--- src/rtl/d_cache_pkg.sv ---
// Shared geometry, FSM state type and address-field helpers for the direct-mapped data cache.
package d_cache_pkg;

  localparam int unsigned ADDR_W   = 64;
  localparam int unsigned INDEX_W  = 6;
  localparam int unsigned OFFSET_W = 3;
  localparam int unsigned TAG_W    = ADDR_W - INDEX_W - OFFSET_W;
  localparam int unsigned LINE_W   = ADDR_W - OFFSET_W;
  localparam int unsigned SETS     = 1 << INDEX_W;

  typedef enum logic [2:0] {
    StInit,
    StIdle,
    StLookup,
    StWb,
    StWbWait,
    StRf,
    StRfWait,
    StFill
  } state_e;

  // Helpers take a line (doubleword) address, i.e. the byte address without its offset bits.
  function automatic logic [TAG_W-1:0] line_tag(input logic [LINE_W-1:0] line);
    return line[LINE_W-1 -: TAG_W];
  endfunction

  function automatic logic [INDEX_W-1:0] line_index(input logic [LINE_W-1:0] line);
    return line[INDEX_W-1:0];
  endfunction

endpackage

--- src/rtl/d_cache_wmerge.sv ---
// Byte-enable merge of store data into a 64-bit cache line.
module d_cache_wmerge (
  input  logic [63:0] line_i,
  input  logic [63:0] wdata_i,
  input  logic [7:0]  wmask_i,
  output logic [63:0] line_o
);

  always_comb begin
    line_o = line_i;
    for (int b = 0; b < 8; b++) begin
      if (wmask_i[b]) begin
        line_o[8*b +: 8] = wdata_i[8*b +: 8];
      end
    end
  end

endmodule

--- src/rtl/d_cache_ctrl.sv ---
// Direct-mapped L1 data-cache controller: tag compare, write-back/refill FSM, dirty bits and
// the post-reset valid-clear sweep of the (unreset) tag RAM.
module d_cache_ctrl
  import d_cache_pkg::*;
(
  input  logic                clk,
  input  logic                rst,
  input  logic                req_valid,
  output logic                req_ready,
  input  logic [ADDR_W-1:0]   req_addr,
  input  logic                req_we,
  input  logic [63:0]         req_wdata,
  input  logic [7:0]          req_wmask,
  output logic                resp_valid,
  output logic [63:0]         resp_rdata,
  output logic [INDEX_W-1:0]  tag_addr_o,
  output logic [TAG_W:0]      tag_wdata_o,
  output logic                tag_we_o,
  input  logic [TAG_W-1:0]    tag_data_i,
  input  logic                tag_valid_i,
  output logic [INDEX_W-1:0]  dat_addr_o,
  output logic                dat_we_o,
  output logic [7:0]          dat_wmask_o,
  output logic [63:0]         dat_wdata_o,
  input  logic [63:0]         dat_rdata_i,
  output logic                mem_req_valid,
  input  logic                mem_req_ready,
  output logic                mem_req_we,
  output logic [ADDR_W-1:0]   mem_req_addr,
  output logic [63:0]         mem_req_wdata,
  input  logic                mem_resp_valid,
  input  logic [63:0]         mem_resp_rdata
);

  state_e              state_q, state_d;
  logic [INDEX_W-1:0]  cnt_q, cnt_d;
  logic [SETS-1:0]     dirty_q, dirty_d;
  logic [LINE_W-1:0]   line_q, line_d;
  logic                we_q, we_d;
  logic [63:0]         wdata_q, wdata_d;
  logic [7:0]          wmask_q, wmask_d;
  logic [LINE_W-1:0]   victim_q, victim_d;
  logic [63:0]         vdata_q, vdata_d;
  logic [63:0]         fill_q, fill_d;

  logic [INDEX_W-1:0]  idx;
  logic [TAG_W-1:0]    tag;
  logic                hit;
  logic [63:0]         merge_base;
  logic [7:0]          merge_mask;
  logic [63:0]         merged;
  logic                unused_req_offset;

  assign idx = line_index(line_q);
  assign tag = line_tag(line_q);
  assign hit = tag_valid_i && (tag_data_i == tag);
  assign unused_req_offset = ^req_addr[OFFSET_W-1:0];

  // Store hits merge into the line just read; fills merge into refill data only for stores.
  assign merge_base = (state_q == StFill) ? fill_q : dat_rdata_i;
  assign merge_mask = (state_q == StFill && !we_q) ? 8'h00 : wmask_q;

  d_cache_wmerge u_wmerge (
    .line_i  (merge_base),
    .wdata_i (wdata_q),
    .wmask_i (merge_mask),
    .line_o  (merged)
  );

  always_ff @(posedge clk or negedge rst) begin
    if (!rst) begin
      state_q  <= StInit;
      cnt_q    <= '0;
      dirty_q  <= '0;
      line_q   <= '0;
      we_q     <= 1'b0;
      wdata_q  <= '0;
      wmask_q  <= '0;
      victim_q <= '0;
      vdata_q  <= '0;
      fill_q   <= '0;
    end else begin
      state_q  <= state_d;
      cnt_q    <= cnt_d;
      dirty_q  <= dirty_d;
      line_q   <= line_d;
      we_q     <= we_d;
      wdata_q  <= wdata_d;
      wmask_q  <= wmask_d;
      victim_q <= victim_d;
      vdata_q  <= vdata_d;
      fill_q   <= fill_d;
    end
  end

  always_comb begin
    state_d = state_q;
    unique case (state_q)
      StInit:   if (cnt_q == INDEX_W'(SETS - 1)) state_d = StIdle;
      StIdle:   if (req_valid) state_d = StLookup;
      StLookup: begin
        if (hit)                              state_d = StIdle;
        else if (tag_valid_i && dirty_q[idx]) state_d = StWb;
        else                                  state_d = StRf;
      end
      StWb:     if (mem_req_ready) state_d = StWbWait;
      StWbWait: if (mem_resp_valid) state_d = StRf;
      StRf:     if (mem_req_ready) state_d = StRfWait;
      StRfWait: if (mem_resp_valid) state_d = StFill;
      StFill:   state_d = StIdle;
      default:  state_d = StInit;
    endcase
  end

  always_comb begin
    cnt_d    = cnt_q;
    dirty_d  = dirty_q;
    line_d   = line_q;
    we_d     = we_q;
    wdata_d  = wdata_q;
    wmask_d  = wmask_q;
    victim_d = victim_q;
    vdata_d  = vdata_q;
    fill_d   = fill_q;
    case (state_q)
      StInit: cnt_d = cnt_q + 1'b1;
      StIdle: begin
        if (req_valid) begin
          line_d  = req_addr[ADDR_W-1:OFFSET_W];
          we_d    = req_we;
          wdata_d = req_wdata;
          wmask_d = req_wmask;
        end
      end
      StLookup: begin
        if (hit) begin
          if (we_q) dirty_d[idx] = 1'b1;
        end else if (tag_valid_i && dirty_q[idx]) begin
          victim_d = {tag_data_i, idx};
          vdata_d  = dat_rdata_i;
        end
      end
      StWbWait: if (mem_resp_valid) dirty_d[idx] = 1'b0;
      StRfWait: if (mem_resp_valid) fill_d = mem_resp_rdata;
      StFill:   dirty_d[idx] = we_q;
      default: ;
    endcase
  end

  always_comb begin
    req_ready     = 1'b0;
    resp_valid    = 1'b0;
    resp_rdata    = '0;
    tag_addr_o    = idx;
    tag_wdata_o   = '0;
    tag_we_o      = 1'b0;
    dat_addr_o    = idx;
    dat_we_o      = 1'b0;
    dat_wmask_o   = '0;
    dat_wdata_o   = '0;
    mem_req_valid = 1'b0;
    mem_req_we    = 1'b0;
    mem_req_addr  = '0;
    mem_req_wdata = '0;
    unique case (state_q)
      StInit: begin
        tag_addr_o = cnt_q;
        // Keep the sweep write quiet while reset is held so every output idles at 0.
        tag_we_o   = rst;
      end
      StIdle: begin
        req_ready  = 1'b1;
        tag_addr_o = line_index(req_addr[ADDR_W-1:OFFSET_W]);
        dat_addr_o = line_index(req_addr[ADDR_W-1:OFFSET_W]);
      end
      StLookup: begin
        if (hit) begin
          resp_valid = 1'b1;
          resp_rdata = dat_rdata_i;
          if (we_q) begin
            dat_we_o    = 1'b1;
            dat_wmask_o = wmask_q;
            dat_wdata_o = merged;
          end
        end
      end
      StWb: begin
        mem_req_valid = 1'b1;
        mem_req_we    = 1'b1;
        mem_req_addr  = {victim_q, {OFFSET_W{1'b0}}};
        mem_req_wdata = vdata_q;
      end
      StRf: begin
        mem_req_valid = 1'b1;
        mem_req_addr  = {line_q, {OFFSET_W{1'b0}}};
      end
      StFill: begin
        tag_we_o    = 1'b1;
        tag_wdata_o = {1'b1, tag};
        dat_we_o    = 1'b1;
        dat_wmask_o = 8'hFF;
        dat_wdata_o = merged;
        resp_valid  = 1'b1;
        resp_rdata  = fill_q;
      end
      default: ;
    endcase
  end

endmodule

--- config.mk ---
export PLATFORM = sky130hd
export DESIGN_NAME = d_cache_ctrl
export DESIGN_NICKNAME = d
export VERILOG_FILES = /design/src/rtl/d_cache_pkg.sv /design/src/rtl/d_cache_wmerge.sv /design/src/rtl/d_cache_ctrl.sv
export SDC_FILE = /design/constraint.sdc
export NUM_CORES = 1
export LEC_CHECK = 0
export CORE_AREA = 2 2 260 262
export CTS_BUF_LIST = sky130_fd_sc_hd__clkbuf_4 sky130_fd_sc_hd__clkbuf_8
export DETAILED_ROUTE_END_ITERATION = 8
export DIE_AREA = 0 0 262 264
export PLACE_DENSITY_LB_ADDON = 0.08
export SLEW_MARGIN = 20
export SYNTH_ARGS = -nofsm -noshare
export SYNTH_HDL_FRONTEND = slang
export SYNTH_SLANG_ARGS = --single-unit
--- constraint.sdc ---
create_clock -name clk -period 6.25 [get_ports clk]
set_clock_uncertainty 0.1 [all_clocks]
set_input_delay 1.875 -clock clk [delete_from_list [all_inputs] [get_ports clk]]
set_output_delay 1.875 -clock clk [all_outputs]
set_load 0.02 [all_outputs]
==> results of run 1 <==
-- worst max-delay path by stage --
stage                        start              end  slack [ns]  cells past startpoint
floorplan           tag_data_i[51]  dat_wdata_o[10]        0.03                      9
global placement    tag_data_i[51]  dat_wdata_o[16]       -1.10                     10
detailed placement  tag_data_i[51]  dat_wdata_o[33]       -1.14                     10
CTS                  tag_data_i[8]  dat_wdata_o[58]       -0.07                     13
global route        tag_data_i[45]   dat_wdata_o[3]       -0.22                     12
finish              tag_data_i[45]  dat_wdata_o[23]       -0.06                     12
-- power groups by stage --
stage	Sequential [W]	Combinational, W	Clock (W)
after global routing	0.00468	0.00687	0.00331
after global placement	0.00446	0.00612	0
final	0.00453	0.00643	0.00310
after CTS	0.00451	0.00622	0.00318
after floorplan	0.00419	0.00369	0
after detailed placement	0.00452	0.00617	0
-- through the flow --
step / util [%] / area, um2
final: 46.9 / 31200
after global routing: 46.9 / 31200
after CTS: 45.8 / 30500
after detailed placement: 43.1 / 28700
after global placement: 43.1 / 28700
after floorplan: - / 20700
-- worst max-delay path: stages --
cell	delay [ns]
dlygate4sd2_1	0.23
inv_2	0.05
o2bb2ai_1	0.11
or3_4	0.40
nor4_4	0.35
nand4_1	0.18
buf_6	0.17
a21o_4	0.25
buf_12	0.14
buf_12	0.14
a311oi_2	0.23
buf_4	0.19
-- logic make-up after synthesis --
group	synth area share (%)
muxes	22.1
buffers and inverters	3.66
adders and majority gates	0.0605
DFF	47.9
AOI/OAI and AO/OA	9.72
xor gates and xnor gates	2.24
and+or+nand+nor	14.3
other	0.0181
-- cells in the final DEF, fill, tap and decap left out, drive strengths merged, types with 3 or more instances in the layout --
cell | Yosys | layout
buf | 39 | 271
mux2 | 381 | 381
and2 | 57 | 57
o211ai | 6 | 6
diode | 0 | 11
dlygate4sd2 | 0 | 18
xor2 | 44 | 44
nor2b | 6 | 6
clkdlybuf4s50 | 0 | 462
nor4 | 12 | 12
clkinvlp | 0 | 3
xnor2 | 9 | 9
dfrtp | 396 | 396
nor2 | 91 | 91
and3 | 74 | 74
nor3b | 4 | 4
clkbuf | 120 | 136
and3b | 6 | 6
nand2b | 5 | 5
a21oi | 76 | 76
conb | 1 | 3
nor3 | 5 | 5
clkdlybuf4s15 | 0 | 13
inv | 22 | 22
a221oi | 6 | 6
bufinv | 0 | 4
nand2 | 364 | 364
a22o | 63 | 63
o22ai | 4 | 4
clkinv | 0 | 6
nand3 | 4 | 4
mux2i | 8 | 8
nand4 | 9 | 9
a22oi | 8 | 8
a311oi | 64 | 64
o21ai | 29 | 29
-- routing by layer --
layer / part of all wire (%) / global-route usage (%)
met4: 2.9 / 7.99
met2: 50 / 42.9
met3: 8.1 / 8.17
met1: 39 / 30.2
met5: 0.19 / 0
-- flip-flops by register name (all words and copies together), names as in the netlist --
| register | cells |
|---|---|
| we_q | 1 |
| state_q | 3 |
| fill_q | 64 |
| victim_q | 61 |
| dirty_q | 64 |
| cnt_q | 6 |
| wdata_q | 64 |
| line_q | 61 |
| wmask_q | 8 |
| vdata_q | 64 |
-- final cells by class --
| class | instances | area (um2) |
|---|---|---|
| fillers | 6243 | 35300 |
| flip-flops and latches | 396 | 9910 |
| diodes | 11 | 27.5 |
| clock inverters | 13 | 173 |
| clock buffers | 131 | 1680 |
| multi-input cells | 1371 | 10900 |
| well taps | 873 | 1090 |
| repair buffers | 769 | 7360 |
| inverters | 22 | 87.6 |
-- what timing repair did --
| item | CTS | global route |
|---|---|---|
| cloned | 5 | 1 |
| gates resized for setup | 694 | 168 |
| pin swaps | 37 | 18 |
| hold buffers | 0 | 0 |
| setup endpoints to repair | 138 | 127 |
| buffers inserted | 6 | 9 |
==> impl_metrics.tcl, run 1 <==
set metrics [dict create \
    status "complete, but fails checks" \
    violations "negative setup slack" \
    arrival_ns 4.33 \
    rows 95 \
    wl_per_cell_um 25.0 \
    path_max_fanout 8 \
    ios 664 \
    synth.top_cells.by_count "396 x dfrtp_1, 364 x nand2_1, 339 x mux2_2" \
    critical_path_class "in -> out" \
    cts.sinks 396 \
    max_cap_viol_count 0 \
    worst-r2r-setup-slack_ns 1.90 \
    grt_pass1_wl_um 130000 \
    syn_area_um2 20700 \
    finalMaxSlewViolations 0 \
    finalCritPeriodShare_pct 101 \
    rsz0062_at_grt "true" \
    hp-start "dirty_q[58]$_DFFE_PN0P_" \
    synthesis.instances 1945 \
    crit_path_end_kind "output port" \
    yosysMostFrequentCell "dfrtp_1" \
    ir_drop_mv 0.189 \
    synth-main-ff-cell "dfrtp_1" \
    drive_above_1_share_pct 34.3 \
    p_leak_nw 14.2 \
    fp.coreArea_um2 66600 \
    yosys-top-cells-area "dfrtp_1 48%, mux2_2 18%, nand2_1 6.6%" \
    grt_pass1_vias 19286 \
    grt_start_max_net_pins 150 \
    setup_ws_ns -0.0566 \
    r2r_end "victim_q[17]$_DFFE_PN0P_" \
    final_nets 2967 \
    grt_use_total_pct 25.3 \
    synth_edf_count 0 \
    die_area_um2 69200 \
    area_growth_pct 50.9 \
    setup_viol 25 \
    relSlewSlack_pct 22.6 \
    reg2regPathDepth 8 \
    ant_nets 0 \
    vias 18448 \
    setup_tns_ns -0.647 \
    instances_no_fill 3586 \
    htree_num_levels 3 \
    gp_congestion 0.891 \
    dp_cells 3412 \
    start_util_pct 31.1 \
    drc 0 \
    place_ws_ns -1.14 \
    power.switching_w 0.00564 \
    hp-class "reg -> reg" \
    holdPathStages 1 \
    ctsRootBufferMaster "clkbuf_8" \
    max_freq_mhz 159 \
    pwr-share-comb_pct 45.7 \
    async_flop_share_pct 100 \
    vias_per_cell 5.14 \
    synth_top_area_share_pct 47.9 \
    clk-insertion-delay-late_ns 0.66 \
    synth_warnings 0 \
    fin_crit_ns 6.31 \
    seqPwrFrac_pct 32.2 \
    hold_end "dirty_q[58]$_DFFE_PN0P_" \
    die_height_um 264 \
    p_int_w 0.00842 \
    crit_required_ns 4.28 \
    numCtsBuffers 80 \
    reg2reg_from "line_q[2]$_DFFE_PN0P_" \
    ys_ff_latch 396 \
    yosysUniqueCellTypes 62 \
    gr-total-overflow 0 \
    routed_wl_um 89700 \
    portBuffers 657 \
    synth_top_area_cell "dfrtp_1" \
    whs_ns 0.387 \
    hold_viol_final 0 \
    die_width_um 262 \
    p_per_area_nw_per_um2 450 \
    dp_hpwl_um 61800 \
    syn_area_per_cell_um2 10.6 \
    worstMarginPinSlew_ns 1.16 \
    dr.pass1.iters 6 \
    clkPwrFrac_pct 22.0 \
    yosysSeqAreaShare_pct 47.9 \
    p_total_w 0.0141 \
    clk_pin_slew_ns 0.05 \
    antenna_found_initial 24 \
    switching_share_pct 40.1 \
    first_iter_violations 1118 \
    critPathLaunchType "primary input" \
    cts_tree "done" \
    cts_buffer_depth 3 \
]
Power figures use the tool's default switching activity.
==> run 2: changes to the inputs <==
--- a/config.mk
+++ b/config.mk
@@ -9,6 +9,7 @@
 export CTS_BUF_LIST = sky130_fd_sc_hd__clkbuf_4 sky130_fd_sc_hd__clkbuf_8
 export DETAILED_ROUTE_END_ITERATION = 8
 export DIE_AREA = 0 0 262 264
+export MAX_ROUTING_LAYER = met4
 export PLACE_DENSITY_LB_ADDON = 0.08
 export SLEW_MARGIN = 20
 export SYNTH_ARGS = -nofsm -noshare
==> run 2 against run 1 <==
  * The flow still finishes with violations (negative setup slack)
  * Combinational power rose by 0.6%
  * First-iteration DRC count shrank 7.3%
  * Die area unchanged
  * Cell count is 0.39% higher
  * Fmax is 1.9% lower
  * Wire length fell by 0.69%
  * Sequential share of layout area down 0.56 points
  * Critical endpoint is now dat_wdata_o[3]
==> impl_metrics.tcl, run 2 (synthesis gave the netlist of run 1 again) <==
set metrics [dict create \
    fp.coreArea_um2 66600 \
    dr.pass1.iters 5 \
    die_height_um 264 \
    vias_per_cell 5.12 \
    setup_viol 78 \
    clk-insertion-delay-late_ns 0.68 \
    rsz0062_at_grt "true" \
    ios 664 \
    relSlewSlack_pct 32.5 \
    path_max_fanout 7 \
    max_freq_mhz 155 \
    mostFrequentLayoutCell "clkdlybuf4s50_1" \
    antenna_found_initial 25 \
    reg2reg_from "line_q[2]$_DFFE_PN0P_" \
    clkPwrFrac_pct 20.1 \
    grt_start_max_net_pins 82 \
    status "complete, but fails checks" \
    ctsHoldBuffers 0 \
    seqPwrFrac_pct 32.8 \
    first_iter_violations 1036 \
    cts_buffer_depth 3 \
    grt_pass1_vias 19353 \
    finalMaxSlewViolations 0 \
    routed_wl_um 89100 \
    htree_num_levels 3 \
    critical_path_class "in -> out" \
    ctsRootBufferMaster "clkbuf_8" \
    ant_nets 0 \
    grt_pass1_wl_um 129000 \
    violations "negative setup slack" \
    place_ws_ns -1.09 \
    power.switching_w 0.00559 \
    p_int_w 0.00816 \
    crit_chain "buf_8 -> xnor2_4 -> nand4_1 -> or4_4 -> nor4_4 -> buf_4 -> nand4_1 -> a21o_4 -> buf_6 -> buf_6 -> a311oi_2 -> buf_4 -> buf_6" \
    die_width_um 262 \
    gp_congestion 0.898 \
    crit_path_end_kind "output port" \
    setup_ws_ns -0.181 \
    critPathLaunchType "primary input" \
    drive_above_1_share_pct 37.6 \
    pwr-share-comb_pct 47.1 \
    grt_use_total_pct 25.6 \
    worstMarginPinSlew_ns 1.01 \
    cts_tree "done" \
    mostFrequentLayoutCells "463 x clkdlybuf4s50_1, 395 x dfrtp_1, 339 x mux2_2, 260 x nand2_1, 145 x buf_4" \
    arrival_ns 4.46 \
    hp-start "dirty_q[58]$_DFFE_PN0P_" \
    crit_top_cell "buf_6" \
    place_area_um2 28600 \
    rows 95 \
    clk_pin_slew_ns 0.05 \
    crit_required_ns 4.28 \
    fin_crit_ns 6.43 \
    final_area_um2 31800 \
    p_leak_nw 14.4 \
    gr-total-overflow 0 \
    drc 0 \
    numCtsBuffers 77 \
    finalCritPeriodShare_pct 103 \
    die_area_um2 69200 \
    area_growth_pct 53.7 \
    hp-class "reg -> reg" \
    switching_share_pct 40.6 \
    dp_hpwl_um 61500 \
    crit_family "simple AND/OR/NAND/NOR gates" \
    wl_per_cell_um 24.8 \
    ir_drop_mv 0.173 \
    vias 18425 \
    final_nets 2978 \
    hold_viol_final 0 \
    cp_num_buf_inv 6 \
    portBuffers 657 \
    crit_slowest_cell "or4_4" \
    p_per_area_nw_per_um2 433 \
    max_cap_viol_count 0 \
    start_util_pct 31.1 \
    cts.sinks 396 \
    crit_path_start "tag_data_i[21]" \
    max_stage_delay_ns 0.52 \
]
## run 2: what timing repair did
item,in CTS,in global routing
buffers inserted,11,15
pin swaps,37,70
resized for setup,663,392
setup endpoints to repair,138,137
cloned,1,7
## run 2: routing by layer
layer  vias up  global-route usage (%)  wire (um)  part of all wire (%)
met1      9296                    29.8      35600                    40
met5         -                       -          0                     0
li1       8279                       -          -                     -
met3       163                    8.10       7230                   8.1
met2       687                    42.0      43800                    49
met4         0                    7.82       2480                   2.8
## run 2: final cells by class
class	instances	area, um2
fillers	6187	34800
multi-input cells	1370	11200
repair buffers	784	7890
inverters	22	85.1
diodes	22	55.1
well taps	873	1090
clock inverters	11	66.3
clock buffers	122	1540
flip-flops and latches	396	9910
## run 2: power by group through the flow
stage	Combinational [W]	Clock, W	Sequential [W]
final	0.00647	0.00276	0.00451
after global routing	0.00691	0.00296	0.00467
after CTS	0.00630	0.00286	0.00449
after detailed placement	0.00618	0	0.00451
after global placement	0.00614	0	0.00446
after floorplan	0.00369	0	0.00419
## run 2: path summary, 6_finish.rpt
check                      depth (start not counted)                      end  slack [ns]
hold reg to reg                                    1  dirty_q[58]$_DFFE_PN0P_        0.38
max in group asynchronous                          3   line_q[39]$_DFFE_PN0P_        2.98
setup / recovery                                  13           dat_wdata_o[3]       -0.18
min in group asynchronous                          1  dirty_q[56]$_DFFE_PN0P_        0.96
hold / removal                                     1  dirty_q[58]$_DFFE_PN0P_        0.38
setup reg to reg                                  10  vdata_q[14]$_DFFE_PN0P_        2.02
## run 2: per-stage QoR
| step | hold WS, ns | util, % | total power, W | setup TNS [ns] | cells |
|---|---|---|---|---|---|
| finish | 0.380 | 47.8 | 0.0137 | -4.82 | 3600 |
| global route | 0.389 | 47.7 | 0.0145 | -14.44 | 3599 |
| CTS | 0.384 | 45.7 | 0.0137 | -8.58 | 3558 |
| detailed placement | 0.371 | 43.0 | 0.0107 | -111.48 | 3414 |
| global placement | 0.366 | 43.0 | 0.0106 | -118.60 | 3414 |
| floorplan | 0.349 | - | 0.00788 | 0 | 1947 |
